## src/rtl/multicycle_sequencer.sv

```systemverilog
`default_nettype none
// ============================================================================
// Module  : multicycle_sequencer
// Brief   : Multi-cycle LEGv8 control FSM with handshaked memories and timeout.
// Revision: 1.0
// ============================================================================
module multicycle_sequencer #(
    parameter int WAIT_LIMIT = 16,
    parameter int RETIRE_W   = 32
) (
    input  logic                CLK,
    input  logic                reset,
    input  logic [10:0]         opcode,
    input  logic                zero,
    input  logic                imem_ack,
    input  logic                dmem_ack,
    output logic                imem_req,
    output logic                dmem_req,
    output logic                irwrite,
    output logic                pcwrite,
    output logic                pcsrc,
    output logic                reg2loc,
    output logic                alusrc,
    output logic                mem2reg,
    output logic                regwrite,
    output logic                memread,
    output logic                memwrite,
    output logic [3:0]          aluop,
    output logic [2:0]          signop,
    output logic [RETIRE_W-1:0] instr_retired,
    output logic                halted,
    output logic                fault
);

    typedef enum logic [2:0] {
        S_FETCH  = 3'd0,
        S_DECODE = 3'd1,
        S_EXEC   = 3'd2,
        S_MEM    = 3'd3,
        S_WB     = 3'd4,
        S_HALT   = 3'd5
    } state_t;

    typedef enum logic [3:0] {
        C_ADD  = 4'd0,
        C_SUB  = 4'd1,
        C_AND  = 4'd2,
        C_ORR  = 4'd3,
        C_LDUR = 4'd4,
        C_STUR = 4'd5,
        C_CBZ  = 4'd6,
        C_B    = 4'd7,
        C_MOVZ = 4'd8,
        C_ILL  = 4'd9
    } class_t;

    localparam logic [3:0] ALU_AND  = 4'b0000;
    localparam logic [3:0] ALU_ORR  = 4'b0001;
    localparam logic [3:0] ALU_ADD  = 4'b0010;
    localparam logic [3:0] ALU_SUB  = 4'b0110;
    localparam logic [3:0] ALU_PASS = 4'b0111;
    localparam logic [2:0] SE_I     = 3'b000;
    localparam logic [2:0] SE_D     = 3'b001;
    localparam logic [2:0] SE_B     = 3'b010;
    localparam logic [2:0] SE_CB    = 3'b011;
    localparam logic [2:0] SE_MOVZ  = 3'b100;

    state_t              state, state_next;
    class_t              cls, cls_dec;
    logic [7:0]          wait_cnt;
    logic [RETIRE_W-1:0] retired;
    logic                timeout_flag;
    logic                set_fault;
    logic                alu_drive;
    logic                waiting;

    always_comb begin
        cls_dec = C_ILL;
        casez (opcode)
            11'b10001011000: cls_dec = C_ADD;
            11'b11001011000: cls_dec = C_SUB;
            11'b10001010000: cls_dec = C_AND;
            11'b10101010000: cls_dec = C_ORR;
            11'b11111000010: cls_dec = C_LDUR;
            11'b11111000000: cls_dec = C_STUR;
            11'b10110100???: cls_dec = C_CBZ;
            11'b000101?????: cls_dec = C_B;
            11'b110100101??: cls_dec = C_MOVZ;
            default:         cls_dec = C_ILL;
        endcase
    end

    // The counter holds the number of already-elapsed unacknowledged cycles,
    // so the current cycle is the last allowed one when it equals LIMIT-1.
    logic at_limit;
    assign at_limit = (wait_cnt == 8'(WAIT_LIMIT - 1));

    always_comb begin
        state_next = state;
        set_fault  = 1'b0;
        alu_drive  = 1'b0;
        imem_req   = 1'b0;
        dmem_req   = 1'b0;
        irwrite    = 1'b0;
        pcwrite    = 1'b0;
        pcsrc      = 1'b0;
        mem2reg    = 1'b0;
        regwrite   = 1'b0;
        memread    = 1'b0;
        memwrite   = 1'b0;
        case (state)
            S_FETCH: begin
                imem_req = 1'b1;
                if (imem_ack) begin
                    irwrite    = 1'b1;
                    state_next = S_DECODE;
                end else if (at_limit) begin
                    set_fault  = 1'b1;
                    state_next = S_HALT;
                end
            end
            S_DECODE: state_next = (cls_dec == C_ILL) ? S_HALT : S_EXEC;
            S_EXEC: begin
                alu_drive = 1'b1;
                case (cls)
                    C_B, C_CBZ: begin
                        pcwrite    = 1'b1;
                        pcsrc      = (cls == C_B) ? 1'b1 : zero;
                        state_next = S_FETCH;
                    end
                    C_LDUR, C_STUR:             state_next = S_MEM;
                    C_ADD, C_SUB, C_AND, C_ORR,
                    C_MOVZ:                     state_next = S_WB;
                    default:                    state_next = S_HALT;
                endcase
            end
            S_MEM: begin
                alu_drive = 1'b1;
                dmem_req  = 1'b1;
                memread   = (cls == C_LDUR);
                memwrite  = (cls == C_STUR);
                if (dmem_ack) begin
                    if (cls == C_STUR) begin
                        pcwrite    = 1'b1;
                        state_next = S_FETCH;
                    end else begin
                        state_next = S_WB;
                    end
                end else if (at_limit) begin
                    set_fault  = 1'b1;
                    state_next = S_HALT;
                end
            end
            S_WB: begin
                alu_drive  = 1'b1;
                regwrite   = 1'b1;
                pcwrite    = 1'b1;
                mem2reg    = (cls == C_LDUR);
                state_next = S_FETCH;
            end
            S_HALT:  state_next = S_HALT;
            default: state_next = S_FETCH;
        endcase
        if (reset) begin
            imem_req = 1'b0;
            dmem_req = 1'b0;
            irwrite  = 1'b0;
            pcwrite  = 1'b0;
            pcsrc    = 1'b0;
            mem2reg  = 1'b0;
            regwrite = 1'b0;
            memread  = 1'b0;
            memwrite = 1'b0;
            alu_drive = 1'b0;
        end
    end

    always_comb begin
        aluop   = ALU_AND;
        alusrc  = 1'b0;
        signop  = SE_I;
        reg2loc = 1'b0;
        if (alu_drive) begin
            case (cls)
                C_ADD:         aluop = ALU_ADD;
                C_SUB:         aluop = ALU_SUB;
                C_AND:         aluop = ALU_AND;
                C_ORR:         aluop = ALU_ORR;
                C_LDUR, C_STUR: begin
                    aluop  = ALU_ADD;
                    alusrc = 1'b1;
                    signop = SE_D;
                end
                C_MOVZ: begin
                    aluop  = ALU_PASS;
                    alusrc = 1'b1;
                    signop = SE_MOVZ;
                end
                C_CBZ: begin
                    aluop   = ALU_PASS;
                    reg2loc = 1'b1;
                    signop  = SE_CB;
                end
                C_B:           signop = SE_B;
                default:       aluop = ALU_AND;
            endcase
        end
    end

    assign waiting = ((state == S_FETCH) || (state == S_MEM)) && (state_next == state);

    always_ff @(posedge CLK) begin
        if (reset) begin
            state        <= S_FETCH;
            cls          <= C_ILL;
            wait_cnt     <= 8'd0;
            retired      <= '0;
            timeout_flag <= 1'b0;
        end else begin
            state <= state_next;
            if (state == S_DECODE) begin
                cls <= cls_dec;
            end
            wait_cnt <= waiting ? (wait_cnt + 8'd1) : 8'd0;
            if (pcwrite) begin
                retired <= retired + RETIRE_W'(1);
            end
            if (set_fault) begin
                timeout_flag <= 1'b1;
            end
        end
    end

    assign instr_retired = reset ? '0 : retired;
    assign halted        = !reset && (state == S_HALT);
    assign fault         = !reset && timeout_flag;

endmodule
`default_nettype wire

```

## config.mk

```make
export PLATFORM = sky130hd
export DESIGN_NAME = multicycle_sequencer
export DESIGN_NICKNAME = d
export VERILOG_FILES = /design/src/rtl/multicycle_sequencer.sv
export SDC_FILE = /design/constraint.sdc
export NUM_CORES = 1
export LEC_CHECK = 0
export CELL_PAD_IN_SITES_DETAIL_PLACEMENT = 1
export CELL_PAD_IN_SITES_GLOBAL_PLACEMENT = 2
export CORE_UTILIZATION = 25
export CTS_BUF_LIST = sky130_fd_sc_hd__clkbuf_2 sky130_fd_sc_hd__clkbuf_4 sky130_fd_sc_hd__clkbuf_8
export CTS_CLUSTER_SIZE = 8
export DETAILED_ROUTE_END_ITERATION = 12
export GPL_TIMING_DRIVEN = 0
export PLACE_DENSITY_LB_ADDON = 0.1
export SLEW_MARGIN = 0
export SYNTH_ARGS = -nofsm -noshare
export SYNTH_HDL_FRONTEND = slang
export SYNTH_SLANG_ARGS = --single-unit
```

## constraint.sdc

```tcl
create_clock -name CLK -period 3.8 [get_ports CLK]
set_clock_uncertainty 0.05 [all_clocks]
set_input_delay 0.76 -clock CLK [delete_from_list [all_inputs] [get_ports CLK]]
set_output_delay 0.76 -clock CLK [all_outputs]
set_load 0.01 [all_outputs]
```

==> metrics, run 1 <==
Tmin final 3.60 ns; CTS clk-pin slew, worst paths 0.09 ns; cell taking the most area after synthesis dfxtp_1; commonest cells after routing, fill and taps aside clkdlybuf4s50_1, dfxtp_1, nor2_1, nor2b_1; final setup TNS 0 ns; Worst EP arrival 2.79 ns; drt total wl 9.08 mm; Die ar. 12100 µm²; vias in the first global route 2980; Port Buf Inserts 65; Iter 0 DRT Violations between 100 and 150; post-CTS setup buffers 0; Worst Hold Class reg -> reg; IO Count 68; run status complete, no violations; GRT Util Overall 0.156; routed length per instance 15.3 µm; worst reg2reg path depth 8; maximum root-to-sink buffer count 2; DP Area about 3700 µm²; Cell variety after synth 52; slew at the pin with the worst max-slew slack 0.807 ns; Area growth syn-to-layout 32.0%; Leak 1.22 nW; Max-cap violations 0; CP Launch Type input pin; CTS Sinks 48; Max VDD drop 0.000135 V; number of synthesized register bits 48; fin area between 3000 and 4000 µm²; first-pass GRT wire length 14.7 mm; Max Fanout on Critical Path 10; final core utilization 0.337; die width 110 µm; hold depth 1; Synthesized Nets 396; n_diodes 0; PwrDens 297 nW/µm²; final worst-path cycle share 0.947; core area 11400 µm²; cts bufs inserted 5; total number of vias roughly 3000; Final #Nets 468; H-tree depth 2; CTS tree done; synth top area cells dfxtp_1, nor2b_1, nor2_1; Die H 110 µm; Post-Synthesis Cells 378; fill count 1415; share of layout cells above drive strength 1 0.0488; post-synthesis sequential area ratio 0.331; Post-synth EDFFs 0; FP Rows 39; largest net degree at the start of global routing 15; most common cell after layout, fill and taps aside clkdlybuf4s50_1; YS warnings 0; clock root buffer clkbuf_8; residual DRC count 0; Remaining Overflow, GRT 0; synthesized area 2910 µm²; HPWL after DPL 6.87 mm; Setup-failing EPs final 0; DRT antenna net count 0; Overall Power around 1.1 mW; max-slew violation count 0; ys flop type dfxtp_1; Fmax 278 MHz; drt pass-1 iters 4; Via-to-Cell Ratio 5.07; classification of the worst setup path in -> out; ys async rst share 0; Max transition margin 0.461; worst skew pair latency 0.32 ns; Fin. Hold Viols 0; antenna violations before repair 0; Placer Congestion 0.763; Worst EP required between 2 and 3 ns; share of the synthesized area in the top cell type 0.331; CP Capture Type primary output; RSZ-0062 raised after global routing no; syn_area_per_cell 7.69 µm²; Initial Util 0.256
[worst max-delay path: stages]
cell	delay [ns]
clkdlybuf4s50_1	0.52
nand4b_1	0.14
a211oi_2	0.33
buf_2	0.28
a21o_1	0.20
clkdlybuf4s50_1	0.55
[cells in the mapped netlist (8+ instances only)]
master / number
or3_1: 12
or4_1: 8
nand2b_1: 12
nand2_1: 23
nor2_1: 38
nor2b_1: 35
dfxtp_1: 48
nor4_1: 8
o2111ai_1: 8
o21ai_0: 21
o31ai_1: 9
clkbuf_1: 15
xor2_1: 14
nand3_1: 11
nor3_1: 12
a21oi_1: 23
inv_1: 9
[final cells by class]
type,instances,area [µm²],area share
plain buffers,22,100,0.0261
clock buffers,7,90.1,0.0235
clock inverters,1,7.51,0.00196
inverters,9,33.8,0.00881
multi-input cells,299,1810,0.473
flip-flops and latches,48,961,0.251
well taps,143,179,0.0467
repair buffers,65,651,0.170
[power breakdown]
part           internal (mW)  switching (mW)  leakage, nW
clock network          0.156           0.193       0.0479
registers              0.521          0.0130        0.388
logic                 0.0988           0.158        0.782
[routing by layer]
metal  wire [µm]  vias up  global-route usage
met5           0        -                   0
li1            -     1509                   -
met3         336       11              0.0279
met2        4120       59               0.256
met1        4450     1435               0.206
met4         177        0              0.0514
[repair_timing]
| action | 4_1_cts | 5_1_grt |
|---|---|---|
| hold buffers | 0 | 0 |
| setup endpoints to repair | 0 | 4 |
| resized for setup | 0 | 2 |
[metrics by stage]
step                      instances  worst slack [ns]  hold WS [ns]
after floorplan                 378              1.19         0.361
after global placement          586            0.0151         0.376
after detailed placement        586            0.0214         0.380
after CTS                       594            0.0146         0.399
after global routing            594            0.0561         0.415
final                           594             0.203         0.399
[kinds of logic after synthesis]
logic type | share of synthesized area
AND/OR/NAND/NOR | 0.360
AO/OA/AOI/OAI | 0.192
flip-flops | 0.331
buffers and inverters | 0.0456
XOR/XNOR | 0.0543
adder cells (fa/ha/maj) | 0.00861
multiplexers | 0.00732
other | 0.00129
[flip-flops by register name, summed over array words and instances (netlist names)]
| name | count |
|---|---|
| cls | 4 |
| wait_cnt | 8 |
| timeout_flag | 1 |
| retired | 32 |
| state | 3 |
[path summary, 6_finish.rpt]
path                                               start                        to  slack [ns]
worst min register to register  retired[31]$_SDFFE_PP0P_  retired[31]$_SDFFE_PP0P_        0.40
worst max-delay path                            dmem_ack                   pcwrite        0.20
worst max register to register       state[2]$_SDFF_PP0_  retired[27]$_SDFFE_PP0P_        1.35
worst min-delay path            retired[31]$_SDFFE_PP0P_  retired[31]$_SDFFE_PP0P_        0.40
No activity file was read; power rests on OpenSTA's default activity.
==> run 2: changes to the inputs <==
Settings changed: HOLD_SLACK_MARGIN set to 0.12.
Clock period 3.8 ns to 4.15 ns, I/O delays scaled along.
==> run 2 against run 1 <==
- die area stayed put
- register-to-register slack improved by 0.36 ns
- final area about the same
- clock power decreased by 8.9%
- worst hold slack hardly changed
- combinational power is 8.6% lower
- count of clock-buffer cells in the layout stayed put
- critical path type unchanged
- critical endpoint is now dmem_req
- largest power group unchanged
==> metrics, run 2 (synthesis results as in run 1) <==
share of layout cells above drive strength 1 0.0466 (-0.00222); Max-cap violations 0 (unchanged); Hold Crit Endpoint retired[31]$_SDFFE_PP0P_; core area 11400 µm² (unchanged); drt total wl 9.08 mm (about the same); classification of the worst setup path in -> out; run status complete, no violations; final core utilization 0.337 (about the same); CTS Hold Bufs 0 (unchanged); Tmin final 3.87 ns; DP Area 3730 µm² (unchanged); Max transition margin 0.464 (+0.00287); clock root buffer clkbuf_8; CP Launch Type input pin; Fin. Hold Viols 0 (unchanged); Die H 110 µm (unchanged); residual DRC count 0 (unchanged); critical path's largest stage delay 0.55 ns (about the same); Worst EP required 3.27 ns (+0.28 ns); min-delay src retired[31]$_SDFFE_PP0P_; post-CTS setup buffers 0 (unchanged); routed length per instance 15.3 µm (about the same); PwrDens 272 nW/µm² (-8.5%); DRT antenna net count 0 (unchanged); Initial Util 0.256 (unchanged); biggest regs retired x32, wait_cnt x8, cls x4; CTS Sinks 48 (unchanged); final worst-path cycle share 0.932; CTS clk-pin slew, worst paths 0.09 ns (about the same); vias in the first global route 2980 (unchanged); Largest register FFs 32 (unchanged); drt pass-1 iters 6 (+2); CP most frequent cell clkbuf_1; worst skew pair latency 0.32 ns (about the same); n_diodes 0 (unchanged); Iter 0 DRT Violations 129 (+6.6%); maximum root-to-sink buffer count 2 (unchanged); H-tree depth 2 (unchanged); CP Capture Type primary output; Final #Nets 468 (unchanged); CTS tree done; Overall Power 1.04 mW (-8.5%); slowest cell on the critical path clkbuf_1; Final Non-Filler Cells 594 (unchanged); IO Count 68 (unchanged); commonest cells after routing, fill and taps aside clkdlybuf4s50_1, dfxtp_1, nor2_1, nor2b_1; most common cell after layout, fill and taps aside clkdlybuf4s50_1; Hold Slack 0.399 ns (+0.0000170 ns); largest net degree at the start of global routing 15 (unchanged); Fmax 259 MHz; worst reg2reg path depth 8 (unchanged); CP delay by family, top buffers and inverters; r2r setup slk 1.71 ns (+0.36 ns); hold depth 1 (unchanged); antenna violations before repair 0 (unchanged); Worst EP arrival 2.99 ns (+0.20 ns); Via-to-Cell Ratio 5.07 (-0.17%); cts bufs inserted 5 (unchanged); HPWL after DPL 6.87 mm (unchanged); Placer Congestion 0.763 (unchanged); FP Rows 39 (unchanged); Die ar. 12100 µm² (unchanged); slew at the pin with the worst max-slew slack 0.803 ns (-0.00430 ns); Max VDD drop 0.000124 V (-8.5%); die width 110 µm (unchanged); worst setup margin 0.282 ns (+0.0784 ns); total number of vias 3009 (-0.17%); placed cell count 586 (unchanged); max-slew violation count 0 (unchanged); fin area 3830 µm² (about the same); GRT Util Overall 0.156 (unchanged); Leak 1.21 nW (-0.24%); Worst Hold Class reg -> reg; Port Buf Inserts 65 (unchanged); Post-CTS Resized 0 (unchanged); Max Fanout on Critical Path 10 (unchanged); Setup-failing EPs final 0 (unchanged); worst r2r src state[2]$_SDFF_PP0_; crit-path cells clkbuf_1 -> buf_1 -> clkbuf_1 -> nor2_1 -> clkdlybuf4s50_1; first-pass GRT wire length 14.7 mm (unchanged); CP Buf/Inv Count 4 (+1); Area growth syn-to-layout 31.9% (about the same); Reg with most FFs retired; final setup TNS 0 ns (unchanged); RSZ-0062 raised after global routing no; Remaining Overflow, GRT 0 (unchanged); DP Worst Slack 0.231 ns (+0.210 ns); FF-to-FF End retired[13]$_SDFFE_PP0P_
run 2: cell type report:
cell class | instances | area (µm²)
Buffer | 22 | 98.8
Clock buffer | 7 | 90.1
Clock inverter | 1 | 7.51
Fill cell | 1416 | 7540
Inverter | 9 | 33.8
Multi-Input combinational cell | 299 | 1810
Sequential cell | 48 | 961
Tap cell | 143 | 179
Timing Repair Buffer | 65 | 651
run 2: per-layer routing:
metal  up-vias  GRT usage  routed length (µm)
met5         -          0                   0
met4         0     0.0514                 179
met3        11     0.0279                 395
met2        65      0.256                4110
met1      1424      0.206                4390
li1       1509          -                   -
run 2: power by group:
group | internal, mW | switching, mW | total (mW)
Sequential | 0.477 | 0.0119 | 0.489
Clock | 0.143 | 0.176 | 0.318
Combinational | 0.0903 | 0.145 | 0.235
Total | 0.710 | 0.332 | 1.04
run 2: worst max-delay path by stage:
stage / startpoint / end / slack, ns / depth (start not counted)
2_1_floorplan: reset / mem2reg / 1.40 / 3
3_3_place_gp: reset / dmem_req / 0.23 / 5
3_5_place_dp: reset / dmem_req / 0.23 / 5
4_1_cts: reset / dmem_req / 0.22 / 5
5_1_grt: reset / dmem_req / 0.10 / 5
6_report: reset / dmem_req / 0.28 / 5
